<file path="config.mk">
export PLATFORM = sky130hd
export DESIGN_NAME = cpu_bus_arbiter
export DESIGN_NICKNAME = d
export VERILOG_FILES = /design/src/rtl/cpu_bus_arbiter.sv
export SDC_FILE = /design/constraint.sdc
export NUM_CORES = 1
export LEC_CHECK = 0
export BUFFER_PORTS_ARGS = -buffer_cell sky130_fd_sc_hd__clkbuf_2
export CORE_AREA = 2 2 105 107
export CTS_BUF_LIST = sky130_fd_sc_hd__clkbuf_16
export DETAILED_ROUTE_END_ITERATION = 10
export DIE_AREA = 0 0 107 109
export PLACE_DENSITY = 0.5
export SYNTH_ARGS = -nofsm -noshare
export SYNTH_HDL_FRONTEND = slang
export SYNTH_SLANG_ARGS = --single-unit
</file>
<file path="constraint.sdc">
create_clock -name i_clock -period 4.7 [get_ports i_clock]
set_input_delay 0.235 -clock i_clock [delete_from_list [all_inputs] [get_ports i_clock]]
set_output_delay 0.235 -clock i_clock [all_outputs]
set_load 0.03 [all_outputs]
</file>
<file path="src/rtl/cpu_bus_arbiter.sv">
// rtl/cpu_bus_arbiter.sv - shares one external memory bus between CPU fetch and data ports
//
// Purpose:
//   Grants the shared SoC bus to either the instruction (fetch) bus or the data bus,
//   muxes address/rw/wdata/request from the owner and routes ready/rdata back to it.
//   Data wins contested arbitration until STARVE_LIMIT consecutive contested data wins,
//   after which fetch is forced through. A watchdog raises a sticky fault when a grant
//   waits TIMEOUT cycles for the bus (TIMEOUT = 0 disables it).
//
// Ports:
//   i_clock, i_reset                 clock, synchronous active-high reset
//   i_ibus_request/address           fetch request and address
//   o_ibus_ready/rdata               fetch completion pulse and read data
//   i_dbus_request/rw/address/wdata  data request, direction (1 = write), address, write data
//   o_dbus_ready/rdata               data completion pulse and read data
//   o_bus_request/rw/address/wdata   shared bus request side
//   i_bus_ready/rdata                shared bus response side
//   o_grant                          debug owner: 00 none, 01 fetch, 10 data
//   o_fault                          sticky watchdog fault

module cpu_bus_arbiter #(
    parameter int STARVE_LIMIT = 4,
    parameter int TIMEOUT      = 1024
) (
    input  logic        i_clock,
    input  logic        i_reset,
    input  logic        i_ibus_request,
    output logic        o_ibus_ready,
    input  logic [31:0] i_ibus_address,
    output logic [31:0] o_ibus_rdata,
    input  logic        i_dbus_rw,
    input  logic        i_dbus_request,
    output logic        o_dbus_ready,
    input  logic [31:0] i_dbus_address,
    output logic [31:0] o_dbus_rdata,
    input  logic [31:0] i_dbus_wdata,
    output logic        o_bus_rw,
    output logic        o_bus_request,
    input  logic        i_bus_ready,
    output logic [31:0] o_bus_address,
    input  logic [31:0] i_bus_rdata,
    output logic [31:0] o_bus_wdata,
    output logic [1:0]  o_grant,
    output logic        o_fault
);

    typedef enum logic [2:0] {
        S_IDLE,
        S_GRANT_I,
        S_GRANT_D,
        S_RELEASE_I,
        S_RELEASE_D
    } state_t;

    localparam logic [3:0] STARVE_MAX = 4'(STARVE_LIMIT);

    // The watchdog counts 0..TIMEOUT-1; the fault fires on the cycle the counter sits at
    // its last value, so TIMEOUT full grant cycles elapse before o_fault is seen.
    localparam int             WD_W    = (TIMEOUT > 1) ? $clog2(TIMEOUT) : 1;
    localparam logic [WD_W-1:0] WD_LAST = WD_W'((TIMEOUT > 0) ? (TIMEOUT - 1) : 0);

    state_t          state_q, state_d;
    logic [3:0]      starve_q, starve_d;
    logic [WD_W-1:0] wdog_q, wdog_d;
    logic            fault_q, fault_d;
    logic            in_grant;

    // State register
    always_ff @(posedge i_clock) begin
        if (i_reset) begin
            state_q  <= S_IDLE;
            starve_q <= '0;
            wdog_q   <= '0;
            fault_q  <= 1'b0;
        end else begin
            state_q  <= state_d;
            starve_q <= starve_d;
            wdog_q   <= wdog_d;
            fault_q  <= fault_d;
        end
    end

    // Next-state, starvation counter and watchdog
    always_comb begin
        state_d  = state_q;
        starve_d = starve_q;
        case (state_q)
            S_IDLE: begin
                if (i_ibus_request && i_dbus_request) begin
                    if (starve_q == STARVE_MAX) begin
                        state_d  = S_GRANT_I;
                        starve_d = '0;
                    end else begin
                        state_d  = S_GRANT_D;
                        starve_d = starve_q + 4'd1;
                    end
                end else if (i_dbus_request) begin
                    state_d = S_GRANT_D;
                end else if (i_ibus_request) begin
                    state_d  = S_GRANT_I;
                    starve_d = '0;
                end
            end
            // A dropped request is an abort and takes priority over a coincident ready.
            S_GRANT_I: begin
                if (!i_ibus_request)  state_d = S_IDLE;
                else if (i_bus_ready) state_d = S_RELEASE_I;
            end
            S_GRANT_D: begin
                if (!i_dbus_request)  state_d = S_IDLE;
                else if (i_bus_ready) state_d = S_RELEASE_D;
            end
            // Hold here until the owner lets go so a held request is never re-issued.
            S_RELEASE_I: if (!i_ibus_request) state_d = S_IDLE;
            S_RELEASE_D: if (!i_dbus_request) state_d = S_IDLE;
            default: state_d = S_IDLE;
        endcase
    end

    assign in_grant = (state_q == S_GRANT_I) || (state_q == S_GRANT_D);

    always_comb begin
        wdog_d  = '0;
        fault_d = fault_q;
        if (in_grant && (state_d == state_q)) begin
            wdog_d = (wdog_q == WD_LAST) ? wdog_q : (wdog_q + WD_W'(1));
        end
        if ((TIMEOUT != 0) && in_grant && (wdog_q == WD_LAST) && !i_bus_ready) begin
            fault_d = 1'b1;
        end
    end

    // Output mux; readies are also masked by reset so a late bus ready never leaks out.
    always_comb begin
        o_bus_request = 1'b0;
        o_bus_address = '0;
        o_bus_rw      = 1'b0;
        o_bus_wdata   = '0;
        o_ibus_ready  = 1'b0;
        o_ibus_rdata  = '0;
        o_dbus_ready  = 1'b0;
        o_dbus_rdata  = '0;
        o_grant       = 2'b00;
        case (state_q)
            S_GRANT_I: begin
                o_bus_request = i_ibus_request;
                o_bus_address = i_ibus_address;
                o_ibus_ready  = i_bus_ready & i_ibus_request & ~i_reset;
                o_ibus_rdata  = i_bus_rdata;
                o_grant       = 2'b01;
            end
            S_GRANT_D: begin
                o_bus_request = i_dbus_request;
                o_bus_address = i_dbus_address;
                o_bus_rw      = i_dbus_rw;
                o_bus_wdata   = i_dbus_wdata;
                o_dbus_ready  = i_bus_ready & i_dbus_request & ~i_reset;
                o_dbus_rdata  = i_bus_rdata;
                o_grant       = 2'b10;
            end
            S_RELEASE_I: o_grant = 2'b01;
            S_RELEASE_D: o_grant = 2'b10;
            default: ;
        endcase
    end

    assign o_fault = fault_q;

endmodule
</file>
After elaboration in Yosys (flattened, before gate mapping)
Index checks and enable logic that the tools add are counted.
W data, S select, Z words.

storage, ports and cells
  register bits = 18
  input bits = 134
  output and inout bits = 135
  logic and storage cells = 56

cells by class
  add/sub/neg operators = 2
  equality and inequality tests = 8
  multiplexer cells = 24
  bitwise logic cells = 6
  reduce and logical (&&, ||, !) cells = 12

operators by type and width
  cell                     count
  $mux W32                 3
  $pmux W32 S2             1
  $mux W3                  9
  $mux W4                  4
  $pmux W3 S5              1
  $add A10 B1 Y10 const B  1
  $eq A10 B10 Y1 const B   1
  $eq A3 B2 Y1 const B     2
  $reduce_or A2 Y1         3
  $add A4 B1 Y4 const B    1
  $and A1 B1 Y1            4
  $eq A4 B3 Y1 const B     1
  $logic_and A1 B1 Y1      4
  $pmux W2 S2              1
  $eq A3 B1 Y1 const B     1
  $eq A3 B3 Y1             1
  $eq A3 B3 Y1 const B     1
  $logic_not A3 Y1         1
  $mux W1                  3
  $reduce_and A3 Y1        1
  $mux W2                  1
  $ne A2 B1 Y1 const B     1
  $not A1 Y1               2
  $pmux W1 S2              1
  other kinds (3)          3

Depth between registers and ports, before layout
  word-level depth = 8
  mapped depth = 6

Worst setup path before layout
No wires, ideal clock.

  kind = reg2out
  start point = register state_q[2]
  end point = output o_bus_address[20]
  arrival time = 1506 ps
  setup slack = 2959 ps
  stages on the path, launching flop included = 6
  path buffers = 3
  cells stage by stage = dfxtp_1 -> buf_2 -> nor3b_4 -> buf_2 -> buf_2 -> a22o_1

on the way
  word-level cells in the longest chain between the ends = 2
  elaborated cells between the ends (all ways) = 3

RTL lines
  element                                       line  source
  start, declared                               62    state_t state_q, state_d;
  start signal, assigned                        76    state_q <= state_d;
  $eq A3 B2 Y1 or $eq A3 B1 Y1 (tied branches)  144   case (state_q)
  $pmux W32 S2 *                                144
  end, declared                                 40    output logic [31:0] o_bus_address,

Every way passes the cells marked *; elsewhere a longest branch is shown, timed or not.

Worst setup path after layout
  start point = register state_q[1]
  end point = output o_bus_address[0]

The elaborated chain is that of the path after synthesis.

==> impl_metrics.json <==
{
  "post-cts-setup-buffers": 0,
  "drtPass1Iterations": 4,
  "final_common_cell": "clkbuf_2",
  "drv_slew": 0,
  "grt_use_met3_pct": 1.85,
  "synth_cell_type_count": 38,
  "gr-usage-all-layers_pct": 13.9,
  "antenna_found_initial": 0,
  "required_ns": 4.47,
  "met2_usage_pct": 26.2,
  "leakage_uw": 0.00197,
  "antenna_left": 0,
  "fillCellCount": 1171,
  "ir_drop_uv": 112,
  "die-area_um2": 11700,
  "grt_max_degree": 101,
  "setup_viol": 0,
  "cts_sinks": 18,
  "worst_hold_path_type": "input port to flip-flop",
  "postSynthAreaPerCell_um2": 7.44,
  "fin_hold_ws_ns": 0.310,
  "grt_pass1_vias": 2477,
  "cp_max_fo": 100,
  "gp_congestion": 0.792,
  "layout_common_cells": "clkbuf_2 (268), and2_1 (97), a22o_1 (33)",
  "path_class": "flip-flop to output pin",
  "wl_per_cell_um": 14.3,
  "status": "completed",
  "drt-total-wl_um": 9310,
  "grt.overflow.total": 0,
  "power.total_uw": 681,
  "slew_headroom_pct": 46.7,
  "synth-seq-cells": 18,
  "busiest_layer": "met2",
  "core_area_um2": 10600,
  "rsz0062_at_grt": "false",
  "hold_buffers": 0,
  "worstMarginPinSlew_ns": 0.800,
  "post-route-period-util_pct": 51.8,
  "multiInputGateArea_um2": 1460,
  "netlist_instances": 262,
  "drt_iter0_markers": 140,
  "arrival_ns": 2.20,
  "post_cts_resized": 0,
  "whs_path_depth": 2,
  "antenna_cells": 0,
  "clk_pin_slew_ns": 0.05,
  "areaGrowthSynthToFinish_pct": 77.4,
  "drc": 0,
  "layout.area.seq_um2": 360,
  "synth_area_um2": 1950,
  "clk_latency_ns": 0.25,
  "die_w_um": 107,
  "cts_buffer_depth": 2,
  "routed_via_density": 4.32,
  "syn_nets": 399,
  "cts_made_buffers": 3,
  "fin_crit_ns": 2.44,
  "fin_nets": 651,
  "port_buffers": 268,
  "fmax_mhz": 411,
  "powerDensity_nw_per_um2": 197,
  "fp.dieH_um": 109,
  "num_vias": 2822,
  "io_pins": 269,
  "place_area_um2": 3380,
  "drive_above_1_share_pct": 54.4,
  "std_cell_rows": 38,
  "hold_viol": 0,
  "finalClockSkew_ns": 0.00214,
  "cts_tree": "built",
  "fin_area_um2": 3460,
  "synth-seq-area-share_pct": 18.5,
  "grt_pass1_wl_um": 12700,
  "cap_violations": 0,
  "h-tree-depth": 1,
  "initial_core_util_pct": 18.4,
  "clock-root-buffer": "clkbuf_16",
  "fin_tns_setup_ns": 0,
  "grtUsageMet1_pct": 16.2,
  "hpwl_um": 7970,
  "crit_path_start_kind": "flip-flop",
  "end_kind": "output pin",
  "ys.warnings.count": 0,
  "reg2reg_depth": 5
}
## routing by layer
layer | share of wire (%) | vias up
met1 | 39 | 1255
met5 | 0 | -
met4 | 2.5 | 0
li1 | - | 1409
met2 | 52 | 148
met3 | 6.2 | 10
## report_power, final
group          total [uW]  switching (uW)  internal, uW  leakage [uW]
Combinational         349             225           125       0.00179
Sequential            161            5.58           155      0.000146
Clock                 171            58.4           113     0.0000385
## cell usage after synthesis, drive strengths merged
| cell type | number | area, um2 |
|---|---|---|
| a22o | 33 | 289 |
| dfxtp | 18 | 360 |
| nor4 | 1 | 6.26 |
| buf | 9 | 60.1 |
| inv | 4 | 15.0 |
| nand4 | 3 | 18.8 |
| a2111o | 1 | 11.3 |
| and3 | 5 | 31.3 |
| nand2b | 1 | 6.26 |
| or3b | 1 | 8.76 |
| or4b | 1 | 10.0 |
| or3 | 1 | 6.26 |
| nand3b | 3 | 22.5 |
| nand2 | 6 | 22.5 |
| nor4b | 1 | 8.76 |
| mux2i | 1 | 10.0 |
| a21o | 1 | 7.51 |
| nor2b | 4 | 25.0 |
| nor3b | 5 | 53.8 |
| a31oi | 6 | 37.5 |
| a22oi | 1 | 7.51 |
| nand4b | 1 | 8.76 |
| ha | 3 | 37.5 |
| nor3 | 4 | 20.0 |
| nand3 | 7 | 40.0 |
| clkbuf | 15 | 56.3 |
| o21ai | 1 | 5.00 |
| xnor2 | 4 | 35.0 |
| o21bai | 3 | 22.5 |
| nor2 | 11 | 41.3 |
| mux2 | 1 | 11.3 |
| and2 | 97 | 607 |
| a21oi | 9 | 45.0 |
## logic make-up (layout without fill, tap and decap cells)
group / count (synthesis) / after routing / share of synthesized area [%]
AO/OA/AOI/OAI: 55 / 55 / 21.8
XOR/XNOR: 4 / 4 / 1.80
adder cells (fa/ha/maj): 3 / 3 / 1.93
buffers and inverters: 28 / 279 / 6.74
flip-flops: 18 / 18 / 18.5
multiplexers: 2 / 2 / 1.09
AND/OR/NAND/NOR: 152 / 152 / 48.1
## registers in the layout, indices dropped and copies added, names as in the netlist
register and cells:
state_q 3, wdog_q 10, starve_q 4, o_fault 1
## layout make-up
class | count | share of cell area, %
Clock buffer | 3 | 2.17
Sequential cell | 18 | 10.4
Tap cell | 140 | 5.07
Clock inverter | 1 | 0.109
Multi-Input combinational cell | 216 | 42.3
Timing Repair Buffer | 271 | 39.5
Inverter | 4 | 0.434
## per-stage QoR
stage,cells,worst slack (ns),utilization [%]
after floorplan,262,2.96,-
after global placement,649,2.55,31.9
after detailed placement,649,2.48,31.9
after CTS,653,2.21,32.6
after global routing,653,2.07,32.6
final,653,2.26,32.6
## worst max-delay path, stage by stage, from the launching register on
cell and delay [ns]:
dfxtp_1 0.54, nor3b_4 0.24, buf_4 0.62, a22o_1 0.27, clkbuf_2 0.23
## path summary, 6_finish.rpt
check / startpoint / end / slack, ns
max: state_q[1]$_SDFF_PP0_ / o_bus_address[0] / 2.26
min: i_reset / o_fault$_SDFFE_PP0P_ / 0.31
max reg2reg: state_q[1]$_SDFF_PP0_ / o_fault$_SDFFE_PP0P_ / 2.73
min reg2reg: o_fault$_SDFFE_PP0P_ / o_fault$_SDFFE_PP0P_ / 0.46
Power figures use the tool's default switching activity.
